$ cat src/rtl/divider_arbiter.sv
// divider_arbiter: round-robin share of one pipelined signed divider, result DIV_LATENCY+2 cycles after accept.
// Results cannot stall; grants stop only while the tag FIFO is full. DIVIDER_ARBITER_DIVZERO_EN flags x/0 results.

module sync_fifo #(
   parameter int W     = 8,
   parameter int DEPTH = 4
) (
   input  logic                       clk,
   input  logic                       rst,
   input  logic                       push_vld,
   input  logic [W-1:0]               push_dat,
   input  logic                       pop_vld,
   output logic [W-1:0]               head_dat,
   output logic [$clog2(DEPTH+1)-1:0] count,
   output logic                       full,
   output logic                       empty
);
   localparam int PW = (DEPTH > 1) ? $clog2(DEPTH) : 1;
   localparam int CW = $clog2(DEPTH+1);

   logic [W-1:0]  mem [DEPTH];
   logic [PW-1:0] wr_ptr;
   logic [PW-1:0] rd_ptr;
   logic          do_push;
   logic          do_pop;

   assign full     = (count == CW'(DEPTH));
   assign empty    = (count == '0);
   assign do_push  = push_vld & ~full;
   assign do_pop   = pop_vld & ~empty;
   assign head_dat = mem[rd_ptr];

   always_ff @(posedge clk) begin
      if (rst) begin
         wr_ptr <= '0;
         rd_ptr <= '0;
         count  <= '0;
      end else begin
         if (do_push) wr_ptr <= (wr_ptr == PW'(DEPTH-1)) ? '0 : wr_ptr + PW'(1);
         if (do_pop)  rd_ptr <= (rd_ptr == PW'(DEPTH-1)) ? '0 : rd_ptr + PW'(1);
         case ({do_push, do_pop})
            2'b10:   count <= count + CW'(1);
            2'b01:   count <= count - CW'(1);
            default: count <= count;
         endcase
      end
   end

   always_ff @(posedge clk) begin
      if (do_push) mem[wr_ptr] <= push_dat;
   end
endmodule

module divider_arbiter #(
   parameter int WIDTH       = 32,
   parameter int NUM_REQ     = 4,
   parameter int DIV_LATENCY = 16,
   parameter int ID_W        = 2
) (
   input  logic                                clk_in,
   input  logic                                rst_in,
   input  logic [NUM_REQ-1:0]                  req_valid_in,
   input  logic [NUM_REQ*WIDTH-1:0]            req_dividend_in,
   input  logic [NUM_REQ*WIDTH-1:0]            req_divisor_in,
   output logic [NUM_REQ-1:0]                  req_ready_out,
   output logic [WIDTH-1:0]                    div_dividend_out,
   output logic [WIDTH-1:0]                    div_divisor_out,
   output logic                                div_valid_out,
   input  logic [WIDTH-1:0]                    div_quotient_in,
   input  logic [WIDTH-1:0]                    div_remainder_in,
   input  logic                                div_valid_in,
   output logic                                res_valid_out,
   output logic [ID_W-1:0]                     res_id_out,
   output logic [WIDTH-1:0]                    res_quotient_out,
   output logic [WIDTH-1:0]                    res_remainder_out,
   output logic                                res_divzero_out,
   output logic [$clog2(DIV_LATENCY+3)-1:0]    inflight_out,
   output logic                                protocol_err_out
);
   localparam int DEPTH = DIV_LATENCY + 2;
`ifdef DIVIDER_ARBITER_DIVZERO_EN
   localparam int TAG_W = ID_W + 1;
`else
   localparam int TAG_W = ID_W;
`endif
   localparam logic [ID_W:0]   NREQ = (ID_W+1)'(NUM_REQ);
   localparam logic [ID_W-1:0] LAST = ID_W'(NUM_REQ-1);

   logic [WIDTH-1:0] dividend [NUM_REQ];
   logic [WIDTH-1:0] divisor  [NUM_REQ];
   logic [ID_W-1:0]  ptr;
   logic [ID_W-1:0]  gnt_idx;
   logic [ID_W:0]    scan;
   logic             found;
   logic             accept;
   logic             pop;
   logic             full;
   logic             empty;
   logic [TAG_W-1:0] push_tag;
   logic [TAG_W-1:0] head_tag;

   always_comb begin
      for (int i = 0; i < NUM_REQ; i++) begin
         dividend[i] = req_dividend_in[i*WIDTH +: WIDTH];
         divisor[i]  = req_divisor_in[i*WIDTH +: WIDTH];
      end
   end

   // Round-robin scan starting at ptr; scan is one bit wider so the wrap works for any NUM_REQ.
   always_comb begin
      found   = 1'b0;
      gnt_idx = '0;
      scan    = '0;
      for (int k = 0; k < NUM_REQ; k++) begin
         scan = {1'b0, ptr} + (ID_W+1)'(k);
         if (scan >= NREQ) scan = scan - NREQ;
         if (!found && req_valid_in[scan[ID_W-1:0]]) begin
            found   = 1'b1;
            gnt_idx = scan[ID_W-1:0];
         end
      end
   end

   assign accept        = found & ~full & ~rst_in;
   assign req_ready_out = accept ? (NUM_REQ'(1) << gnt_idx) : '0;
   assign pop           = div_valid_in & ~empty;

`ifdef DIVIDER_ARBITER_DIVZERO_EN
   assign push_tag = {(divisor[gnt_idx] == '0), gnt_idx};
`else
   assign push_tag = gnt_idx;
`endif

   always_ff @(posedge clk_in) begin
      if (rst_in) begin
         ptr              <= '0;
         div_valid_out    <= 1'b0;
         div_dividend_out <= '0;
         div_divisor_out  <= '0;
      end else begin
         div_valid_out <= accept;
         if (accept) begin
            ptr              <= (gnt_idx == LAST) ? '0 : gnt_idx + ID_W'(1);
            div_dividend_out <= dividend[gnt_idx];
            div_divisor_out  <= divisor[gnt_idx];
         end
      end
   end

   sync_fifo #(.W(TAG_W), .DEPTH(DEPTH)) u_tag_fifo (
      .clk      (clk_in),
      .rst      (rst_in),
      .push_vld (accept),
      .push_dat (push_tag),
      .pop_vld  (pop),
      .head_dat (head_tag),
      .count    (inflight_out),
      .full     (full),
      .empty    (empty)
   );

   // A divider valid with no tag is a stale result (e.g. after reset) and is dropped.
   always_ff @(posedge clk_in) begin
      if (rst_in) begin
         res_valid_out     <= 1'b0;
         res_id_out        <= '0;
         res_quotient_out  <= '0;
         res_remainder_out <= '0;
         protocol_err_out  <= 1'b0;
      end else begin
         res_valid_out    <= pop;
         protocol_err_out <= div_valid_in & empty;
         if (pop) begin
            res_id_out <= head_tag[ID_W-1:0];
`ifdef DIVIDER_ARBITER_DIVZERO_EN
            res_quotient_out  <= head_tag[ID_W] ? '1 : div_quotient_in;
            res_remainder_out <= head_tag[ID_W] ? '0 : div_remainder_in;
`else
            res_quotient_out  <= div_quotient_in;
            res_remainder_out <= div_remainder_in;
`endif
         end
      end
   end

`ifdef DIVIDER_ARBITER_DIVZERO_EN
   always_ff @(posedge clk_in) begin
      if (rst_in)   res_divzero_out <= 1'b0;
      else if (pop) res_divzero_out <= head_tag[ID_W];
   end
`else
   assign res_divzero_out = 1'b0;
`endif
endmodule

$ cat config.mk
export PLATFORM = sky130hd
export DESIGN_NAME = divider_arbiter
export DESIGN_NICKNAME = d
export VERILOG_FILES = /design/src/rtl/divider_arbiter.sv
export SDC_FILE = /design/constraint.sdc
export NUM_CORES = 1
export LEC_CHECK = 0
export CAP_MARGIN = 20
export CORE_AREA = 2 2 185 187
export DETAILED_ROUTE_END_ITERATION = 10
export DIE_AREA = 0 0 187 189
export SETUP_SLACK_MARGIN = 0.4
export SYNTH_ARGS = -nofsm -noshare
export SYNTH_HDL_FRONTEND = slang
export SYNTH_SLANG_ARGS = --single-unit
$ cat constraint.sdc
create_clock -name clk_in -period 4.2 [get_ports clk_in]
set_clock_uncertainty 0.05 [all_clocks]
set_input_delay 0.84 -clock clk_in [delete_from_list [all_inputs] [get_ports clk_in]]
set_output_delay 0.84 -clock clk_in [all_outputs]
set_load 0.03 [all_outputs]
==> results of run 1 <==
==> final timing paths <==
path / depth (start not counted) / slack, ns / endpoint / from
worst min-delay path: 2 / 0.40 / res_remainder_out[26] / res_remainder_out[26]
worst max register to register: 11 / 1.07 / u_tag_fifo.count[4] / u_tag_fifo.count[2]
worst min register to register: 2 / 0.40 / res_remainder_out[26] / res_remainder_out[26]
worst max-delay path: 8 / 0.57 / req_ready_out[3] / req_valid_in[1]
==> where the power goes <==
group / internal (mW) / switching [mW] / total [mW]
combinational: 1.34 / 1.70 / 3.04
clock: 0.836 / 0.724 / 1.56
sequential: 2.18 / 0.248 / 2.43
total: 4.35 / 2.67 / 7.03
==> cells in the mapped netlist, drive strengths merged <==
cell / number
and3: 4
a211o: 1
mux2: 1
a21oi: 71
or2: 1
edfxtp: 36
nor3: 3
buf: 36
o21a: 1
a211oi: 1
nand2b: 2
and2: 4
o221a: 1
a31oi: 1
nor4: 2
nand3b: 3
or3: 3
mux2i: 135
conb: 1
o31ai: 2
a311oi: 1
dfxtp: 150
inv: 10
mux4: 8
nand2: 208
nor3b: 3
o221ai: 64
o21bai: 2
nor4bb: 1
nand4: 4
a22oi: 1
nor2: 37
nor2b: 4
xor2: 10
xnor2: 2
a32oi: 2
clkbuf: 31
a21o: 3
o22ai: 2
ha: 14
o21ai: 3
==> worst max-delay path: cells and delay by family <==
| kind | cells | cell delay [ns] |
|---|---|---|
| and+or+nand+nor | 3 | 0.49 |
| AOI/OAI and AO/OA | 1 | 0.16 |
| adders and majority gates | 1 | 0.16 |
| buffers and inverters | 3 | 1.10 |
==> registers in the layout, summed over array words and instances (netlist names) <==
| signal | cells |
|---|---|
| ptr | 2 |
| div_divisor_out | 32 |
| res_quotient_out | 32 |
| u_tag_fifo.rd_ptr | 5 |
| u_tag_fifo.wr_ptr | 5 |
| u_tag_fifo.count | 5 |
| res_remainder_out | 32 |
| protocol_err_out | 1 |
| div_valid_out | 1 |
| res_valid_out | 1 |
| div_dividend_out | 32 |
| res_id_out | 2 |
| u_tag_fifo.mem | 36 |
==> cell families after synthesis <==
group	count (synthesis)	synth area share, %
AOI/OAI and AO/OA	156	12.9
xor gates and xnor gates	12	1.24
adders and majority gates	14	2.06
buffers and inverters	77	3.94
DFF	186	48.1
muxes	144	18.2
other	1	0.0442
and+or+nand+nor	279	13.5
==> through the flow <==
stage | area [sq um] | std cells
finish | 14100 | 1766
global route | 14100 | 1766
floorplan | 8480 | 869
CTS | 14100 | 1762
global placement | 13600 | 1730
detailed placement | 13600 | 1730
==> layout make-up <==
type                       instances  area (sq um)
fill                            3281         19100
inverter                          10          37.5
clock inverter                    10          96.3
tap                              448           561
timing repair buffer             480          4800
antenna                            4          10.0
sequential                       186          4080
clock buffer                      22           454
multi-input combinational        606          4100
==> per-layer routing <==
metal,part of all wire [%],global-route usage (%),vias up
li1,-,-,3969
met1,39,18.8,3808
met2,51,30.7,330
met3,9.0,7.30,28
met4,1.8,5.86,0
met5,0,0,-
==> what timing repair did <==
item,CTS,global route
hold endpoints to repair,0,0
endpoints found under the setup margin,2,1
resized for setup,2,1
hold buffers,0,0
==> impl_metrics.csv, run 1 <==
group,metric,value,unit
final_layout,final_common_cell,"clkdlybuf4s50_1",
drt,vias,8135,
cts,htreeDepth,4,
worst_setup_path,crit_type,"input port to output pin",
drt,post_drt_wl_per_cell,17.8,microns
final_layout,mostFrequentLayoutCells,"463 x clkdlybuf4s50_1, 206 x nand2_1, 150 x dfxtp_1, 135 x mux2i_1, 71 x a21oi_1",
timing,worst_slew_pin_slew,1.04,ns
synth,syn_area,8480,sq um
cts,cts.path.max_buffers,2,
floorplan,fp-row-count,67,
pwr,p_total,7.03,mW
timing,fin_ws,0.570,ns
cts,cts-root-buf,"clkbuf_16",
timing,slew_viol_final,0,
synth,synth-seq-cells,186,
drt,finalWirelength,31.5,mm
worst_setup_path,cp_cell_sequence,"clkdlybuf4s50_1 > nor2b_1 > nor3_1 > o22ai_4 > inv_2 > ha_1 > and2_1 > dlygate4sd2_1",
global_route,antenna_found_initial,4,
floorplan,dieWidth,187,microns
cts,clock-sinks,186,
final_layout,final_layout_size_suffix_gt1_share,4.72,%
floorplan,dieHeight,189,microns
synth,yosys-top-cells-area,"dfxtp_1 35%, mux2i_1 16%, edfxtp_1 13%, nand2_1 9.1%, o221ai_1 6.6%",
placed_design,portBuffers,468,
global_route,grt_pass1_wl,47.4,mm
drt,ant_nets,0,
cts,path_clk_slew,0.06,ns
placed_design,hpwl,23.6,mm
placed_design,place_congestion,0.809,
final_layout,postLayoutCoreUtil,42.5,%
flow_run,maxCapViolCount,0,
placed_design,dp_worst_setup_slack,0.146,ns
worst_setup_path,cp_slowest_cell,"clkdlybuf4s50_1",
drt,drc,0,
drt,vias_per_cell,4.61,
synth,synth_cells,869,
drt,first_pass_iters,6,
synth,synthesis.nets,1210,
worst_setup_path,cp.required,3.31,ns
timing,fmax,275,MHz
worst_setup_path,cp.arrival,2.74,ns
final_layout,syn_to_final_growth,66.7,%
worst_setup_path,max_stage_delay,0.61,ns
floorplan,fp.coreArea,33300,sq um
global_route,track_usage,17.4,%
timing,hold_viol_final,0,
pwr,p_leak,5.54,nW
timing,rsz0062_at_grt,"false",
global_route,grt_max_degree,129,
floorplan,die-area,35300,sq um
synth,synth_cell_types,47,
worst_setup_path,critPathLaunchType,"input port",
synth,seq_area_frac_synth,48.1,%
cts,post_cts_buffers,0,
cts,tritoncts,"yes",
pwr,p_per_area,497,nW/um^2
synth,yosysTopAreaCellShare,35.4,%
global_route,gr-total-overflow,0,
timing,tns,0,ns
floorplan,io_pins,470,
synth,yosysWarnings,0,
pwr,worst_ir_drop_vdd,279,uV
worst_setup_path,cp-end-kind,"output pin",
run_status,outcome,"completed",
worst_setup_path,crit_fanout,5,
timing,setup_viol_count_final,0,
worst_hold_path,hold_class,"flip-flop to flip-flop",
global_route,grt_pass1_vias,8366,
drt,drt_iter0_drc,229,
timing,fin_crit_sh,86.4,%
synth,yosys.area.top_type,"dfxtp_1",
floorplan,initial_utilization,25.5,%
cts,cts_buffers,17,
synth,synth.avg_cell_area,9.76,sq um
timing,whs,0.402,ns
timing,min_period,3.63,ns
cts,worstSkewPairLatency,0.44,ns
timing,maxSlewHeadroom,30.9,%
final_layout,nets,1642,
Note: power is estimated with default switching activity, not from simulation.
==> run 2: changes to the inputs <==
--- a/config.mk
+++ b/config.mk
@@ -5,7 +5,7 @@
 export SDC_FILE = /design/constraint.sdc
 export NUM_CORES = 1
 export LEC_CHECK = 0
-export CAP_MARGIN = 20
+export CAP_MARGIN = 15
 export CORE_AREA = 2 2 185 187
 export DETAILED_ROUTE_END_ITERATION = 10
 export DIE_AREA = 0 0 187 189
==> results of run 2 <==
The final DEF is identical to that of run 1; final timing and power are the same.
==> variant 1, RTL diff (flow settings as in run 2) <==
`DIV_LATENCY`: 16 -> 32.
--- a/src/rtl/divider_arbiter.sv
+++ b/src/rtl/divider_arbiter.sv
@@ -54,7 +54,7 @@
 module divider_arbiter #(
    parameter int WIDTH       = 32,
    parameter int NUM_REQ     = 4,
-   parameter int DIV_LATENCY = 16,
+   parameter int DIV_LATENCY = 32,
    parameter int ID_W        = 2
 ) (
    input  logic                                clk_in,
Interface: changed (resized inflight_out); port bits go from 470 to 471. No check against the original RTL was run, so the function may have changed too.
==> variant 1 against run 2 <==
Synthesized area grew 18%. Largest cell class is now flip-flops and latches. Power grew 23%. Routed wire length rose by 18%. Sequential cell count rose by 35. Setup slack better by 0.038 ns. Design area rose by 14%. Clock power grew 56%.
==> variant 1: results (changes against run 2) <==
status -> finished clean (unchanged)
Port Buffer Count -> 469 (was 468)
Total GRT Usage -> 20.16% (was 17.41%)
synth top area cells -> dfxtp_1, edfxtp_1, mux2i_1 (was dfxtp_1, mux2i_1, edfxtp_1)
hold_ws -> 0.4002 ns (was 0.4020 ns)
vias in the first global route -> 9477 (was 8366)
detailed-route via count -> 9230 (was 8135)
global-route wire length before repair -> 55520 um (was 47400 um)
YS warnings -> 0 (unchanged)
clk buf depth -> 3 (was 2)
CTS root buf -> clkbuf_16 (unchanged)
Syn Nets -> 1328 (was 1210)
mean routed wirelength per cell -> 19.48 um (was 17.82 um)
starting DRC count in detailed routing -> 488 (was 229)
FF-to-FF setup slack -> 1.09 ns (was 1.07 ns)
Clock transition at path regs -> 0.05 ns
Unique masters post-synth -> 50 (was 47)
RePlAce Congestion -> 0.8153 (was 0.8094)
Post-synth EDFFs -> 68 (was 36)
Top reg by flops -> u_tag_fifo.mem (unchanged)
Filler Cells Inserted -> 3107 (was 3281)
CTS Buf Count -> 27 (was 17)
worst min path class -> flop to flop (unchanged)
Lkg Pwr -> 5.876 nW (was 5.537 nW)
top post-synthesis cells by count -> nand2_1, dfxtp_1, mux2i_1 (unchanged)
layout cells sized above 1 -> 5.314% (was 4.718%)
async set-reset flop share out of synthesis -> 0% (unchanged)
antenna violations before repair -> 9 (was 4)
# H-tree levels -> 1 (was 4)
DP Worst Slack -> 0.2426 ns (was 0.1460 ns)
post-CTS sizing -> 1 (was 2)
P_sw -> 0.003124 W (was 0.002675 W)
DR pass1 iterations -> 5 (was 6)
peak supply drop -> 0.3035 mV (was 0.2791 mV)
post-CTS setup buffer count -> 0 (unchanged)
hpwl dp -> 27740 um (was 23610 um)
Crit Path Max Fanout -> 37 (was 5)
cell count of the worst reg-to-reg path -> 12 (was 11)
hold depth -> 2 (unchanged)
final net count -> 1767 (was 1642)
DP Area -> 15110 um2 (was 13580 um2)
largest net degree at the start of global routing -> 78 (was 129)
Post-Layout Cell Count -> 1905 (was 1766)
Synth Instances -> 990 (was 869)
max reg flops -> 68 (was 36)
sequential share of the synthesized area -> 51.06% (was 48.13%)
final worst path period share -> 85.53% (was 86.43%)
Slew @ Worst Pin -> 1.074 ns (was 1.036 ns)
worst skew pair latency -> 0.54 ns (was 0.44 ns)
-- variant 1: worst max-delay path, cell delays in order --
cell	delay, ns
clkdlybuf4s50_1	0.46
a21o_1	0.21
a21oi_1	0.15
o22a_1	0.17
buf_4	0.34
ha_1	0.24
and2_1	0.12
buf_4	0.16
-- variant 1: final timing paths --
check,endpoint,start
worst max-delay path,req_ready_out[3],req_valid_in[0]
worst min-delay path,res_quotient_out[11],res_quotient_out[11]
worst max register to register,u_tag_fifo.count[4],u_tag_fifo.count[2]
worst min register to register,res_quotient_out[11],res_quotient_out[11]
-- variant 1: power groups by stage --
stage          registers (W)  clock network, W  logic (W)
6_report             0.00287           0.00243    0.00338
4_1_cts              0.00288           0.00250    0.00342
5_1_grt              0.00292           0.00259    0.00363
2_1_floorplan        0.00350                 0    0.00135
3_5_place_dp         0.00291                 0    0.00341
3_3_place_gp         0.00290                 0    0.00339
-- variant 1: final cells by class --
cell class | count | area (um2) | area share (%)
Clock buffer | 36 | 750.7 | 4.672
Antenna cell | 8 | 20.02 | 0.1246
Inverter | 10 | 37.54 | 0.2336
Clock inverter | 13 | 181.4 | 1.129
Sequential cell | 221 | 5105 | 31.77
Tap cell | 448 | 560.5 | 3.489
Timing Repair Buffer | 487 | 4858 | 30.24
Multi-Input combinational cell | 682 | 4554 | 28.34
-- variant 1: cells by family after synthesis --
kind of cell,synth area share (%)
compound gates,12.79
flops,51.06
buf+inv,3.755
fa+ha+maj,1.377
mux,16.45
simple gates,13.39
xor+xnor,1.139
other cells,0.03751
-- variant 1: metal layers --
metal | vias up | wire, um | GRT usage (%)
li1 | 4466 | - | -
met1 | 4361 | 13830 | 21.77
met2 | 342 | 18930 | 36.39
met3 | 59 | 3190 | 6.747
met4 | 2 | 1153 | 7.875
met5 | - | 13 | 0
==> variant 2, RTL diff (settings of run 2) <==
Made on the original files. Register the input `req_dividend_in` before use, without a reset. The logic sees it one clock later. The other inputs are not delayed to match.
--- a/src/rtl/divider_arbiter.sv
+++ b/src/rtl/divider_arbiter.sv
@@ -86,6 +86,12 @@
    localparam logic [ID_W:0]   NREQ = (ID_W+1)'(NUM_REQ);
    localparam logic [ID_W-1:0] LAST = ID_W'(NUM_REQ-1);
 
+   logic [NUM_REQ*WIDTH-1:0] req_dividend_q;
+
+   always_ff @(posedge clk_in) begin
+      req_dividend_q <= req_dividend_in;
+   end
+
    logic [WIDTH-1:0] dividend [NUM_REQ];
    logic [WIDTH-1:0] divisor  [NUM_REQ];
    logic [ID_W-1:0]  ptr;
@@ -101,7 +107,7 @@
 
    always_comb begin
       for (int i = 0; i < NUM_REQ; i++) begin
-         dividend[i] = req_dividend_in[i*WIDTH +: WIDTH];
+         dividend[i] = req_dividend_q[i*WIDTH +: WIDTH];
          divisor[i]  = req_divisor_in[i*WIDTH +: WIDTH];
       end
    end
Function: changed (a bounded check fails within 4 cycles, from zero or initial values and one cycle with rst_in high).
==> variant 2 against run 2 <==
Routed wire length increased by 9.0%. Count of clock-buffer cells in the layout increased by 31. Sequential cell count rose by 128. Synthesized area grew 30%. Combinational power hardly changed. Power is 41% higher. Setup slack gained 0.053 ns. Design area grew 23%. Critical endpoint unchanged.
==> variant 2: results (changes against run 2) <==
Worst Hold End -> res_remainder_out[20] (was res_remainder_out[26])
Worst EP arrival -> 2.69 ns (was 2.74 ns)
Filler Cells Inserted -> 2982 (was 3281)
slowest cell on the critical path -> clkdlybuf4s50_1 (unchanged)
antenna violations before repair -> 8 (was 4)
vias in the first global route -> 9216 (was 8366)
slowest stage delay, CP -> 0.51 ns (was 0.61 ns)
comb_multi_in -> 606 (unchanged)
DR pass1 iterations -> 4 (was 6)
sequential share of the synthesized area -> 60.20% (was 48.13%)
multi-input gate share of total cell area -> 23.56% (was 28.99%)
vias per std cell -> 4.662 (was 4.606)
crit path launch -> req_valid_in[2] (was req_valid_in[1])
layout cells sized above 1 -> 6.042% (was 4.718%)
Syn Nets -> 1338 (was 1210)
Final Critical Period -> 3.577 ns (was 3.630 ns)
final net count -> 1788 (was 1642)
non-clock buffer share of cell area -> 27.73% (was 33.94%)
status -> finished clean (unchanged)
Non-clk bufs -> 480 (unchanged)
CTS Buf Count -> 35 (was 17)
async set-reset flop share out of synthesis -> 0% (unchanged)
mean routed wirelength per cell -> 17.83 um (was 17.82 um)
top post-synthesis cells by count -> dfxtp_1, nand2_1, mux2i_1 (was nand2_1, dfxtp_1, mux2i_1)
worst skew pair latency -> 0.50 ns (was 0.44 ns)
hpwl dp -> 24530 um (was 23610 um)
number of clock buffers in the layout -> 53 (was 22)
Crit Path Max Fanout -> 20 (was 5)
clock network contribution to total cell area -> 7.014% (was 3.893%)
inverter count -> 10 (unchanged)
peak supply drop -> 0.3797 mV (was 0.2791 mV)
Register Area -> 6646 um2 (was 4084 um2)
clk buf depth -> 3 (was 2)
global-route wire length before repair -> 52300 um (was 47400 um)
Lkg Pwr -> 6.956 nW (was 5.537 nW)
Ant. Diodes -> 3 (was 4)
num sequential -> 314 (was 186)
R2R Path Start -> u_tag_fifo.count[0] (was u_tag_fifo.count[2])
Top Registers -> req_dividend_q: 128 flops, u_tag_fifo.mem: 36 flops
relative slew slack -> 29.78% (was 30.93%)
Unique masters post-synth -> 46 (was 47)
starting DRC count in detailed routing -> 276 (was 229)
Total GRT Usage -> 18.89% (was 17.41%)
RePlAce Congestion -> 0.8500 (was 0.8094)
synth top area cells -> dfxtp_1, mux2i_1, edfxtp_1 (unchanged)
HP Start -> res_remainder_out[20] (was res_remainder_out[26])
# H-tree levels -> 2 (was 4)
CTS root buf -> clkbuf_16 (unchanged)
cell count of the worst reg-to-reg path -> 10 (was 11)
Port Buffer Count -> 468 (unchanged)
DP Worst Slack -> 0.3120 ns (was 0.1460 ns)
FF-to-FF setup slack -> 1.33 ns (was 1.07 ns)
==> variant 2: cell count changes after synthesis <==
cell,delta
nand2_1,+2
buf_2,-4
nand2_2,-2
buf_4,+1
dfxtp_1,+128
clkbuf_1,+3
==> variant 2: repair_timing <==
item,CTS,global route
gates cloned,0,0
buffers inserted,0,0
endpoints found under the setup margin,1,1
hold endpoints to repair,0,0
gates resized for setup,1,1
==> variant 2: layer usage <==
metal,vias to the layer above,track usage [%],routed length [um]
met5,-,0,64
met4,10,6.868,926
met3,69,8.879,3718
met2,340,31.86,16130
met1,4146,20.83,13470
li1,4404,-,-
==> variant 2: cell families (layout without fill, tap and decap cells) <==
logic type	after synthesis	count (layout)	share of synthesized area, %
flops	314	314	60.20
compound gates	156	156	9.916
other cells	1	4	0.03397
buf+inv	77	553	3.015
mux	144	144	13.97
xor+xnor	12	12	0.9519
fa+ha+maj	14	14	1.587
simple gates	279	279	10.32
==> variant 2: through the flow <==
stage	instance area (um2)	std cells	hold slack [ns]
after floorplan	11040	997	0.4115
after global placement	16160	1858	0.3906
after detailed placement	16160	1858	0.3956
after CTS	17380	1921	0.4042
after global routing	17390	1923	0.4224
final	17390	1924	0.4022
==> variant 2: power by group <==
group | internal, W | switching [W]
clock network | 0.00200 | 0.00118
logic | 0.00134 | 0.00169
registers | 0.00346 | 0.000256
==> variant 2: worst reg2reg max path, stage by stage, from the launching register on <==
cell and delay, ns:
dfxtp_1 0.50, nor3_1 0.15, a311oi_4 0.38, inv_1 0.13, ha_1 0.22, buf_4 0.17, ha_1 0.32, nor3b_1 0.18
o21ai_0 0.11, a31oi_1 0.21, mux2_2 0.35
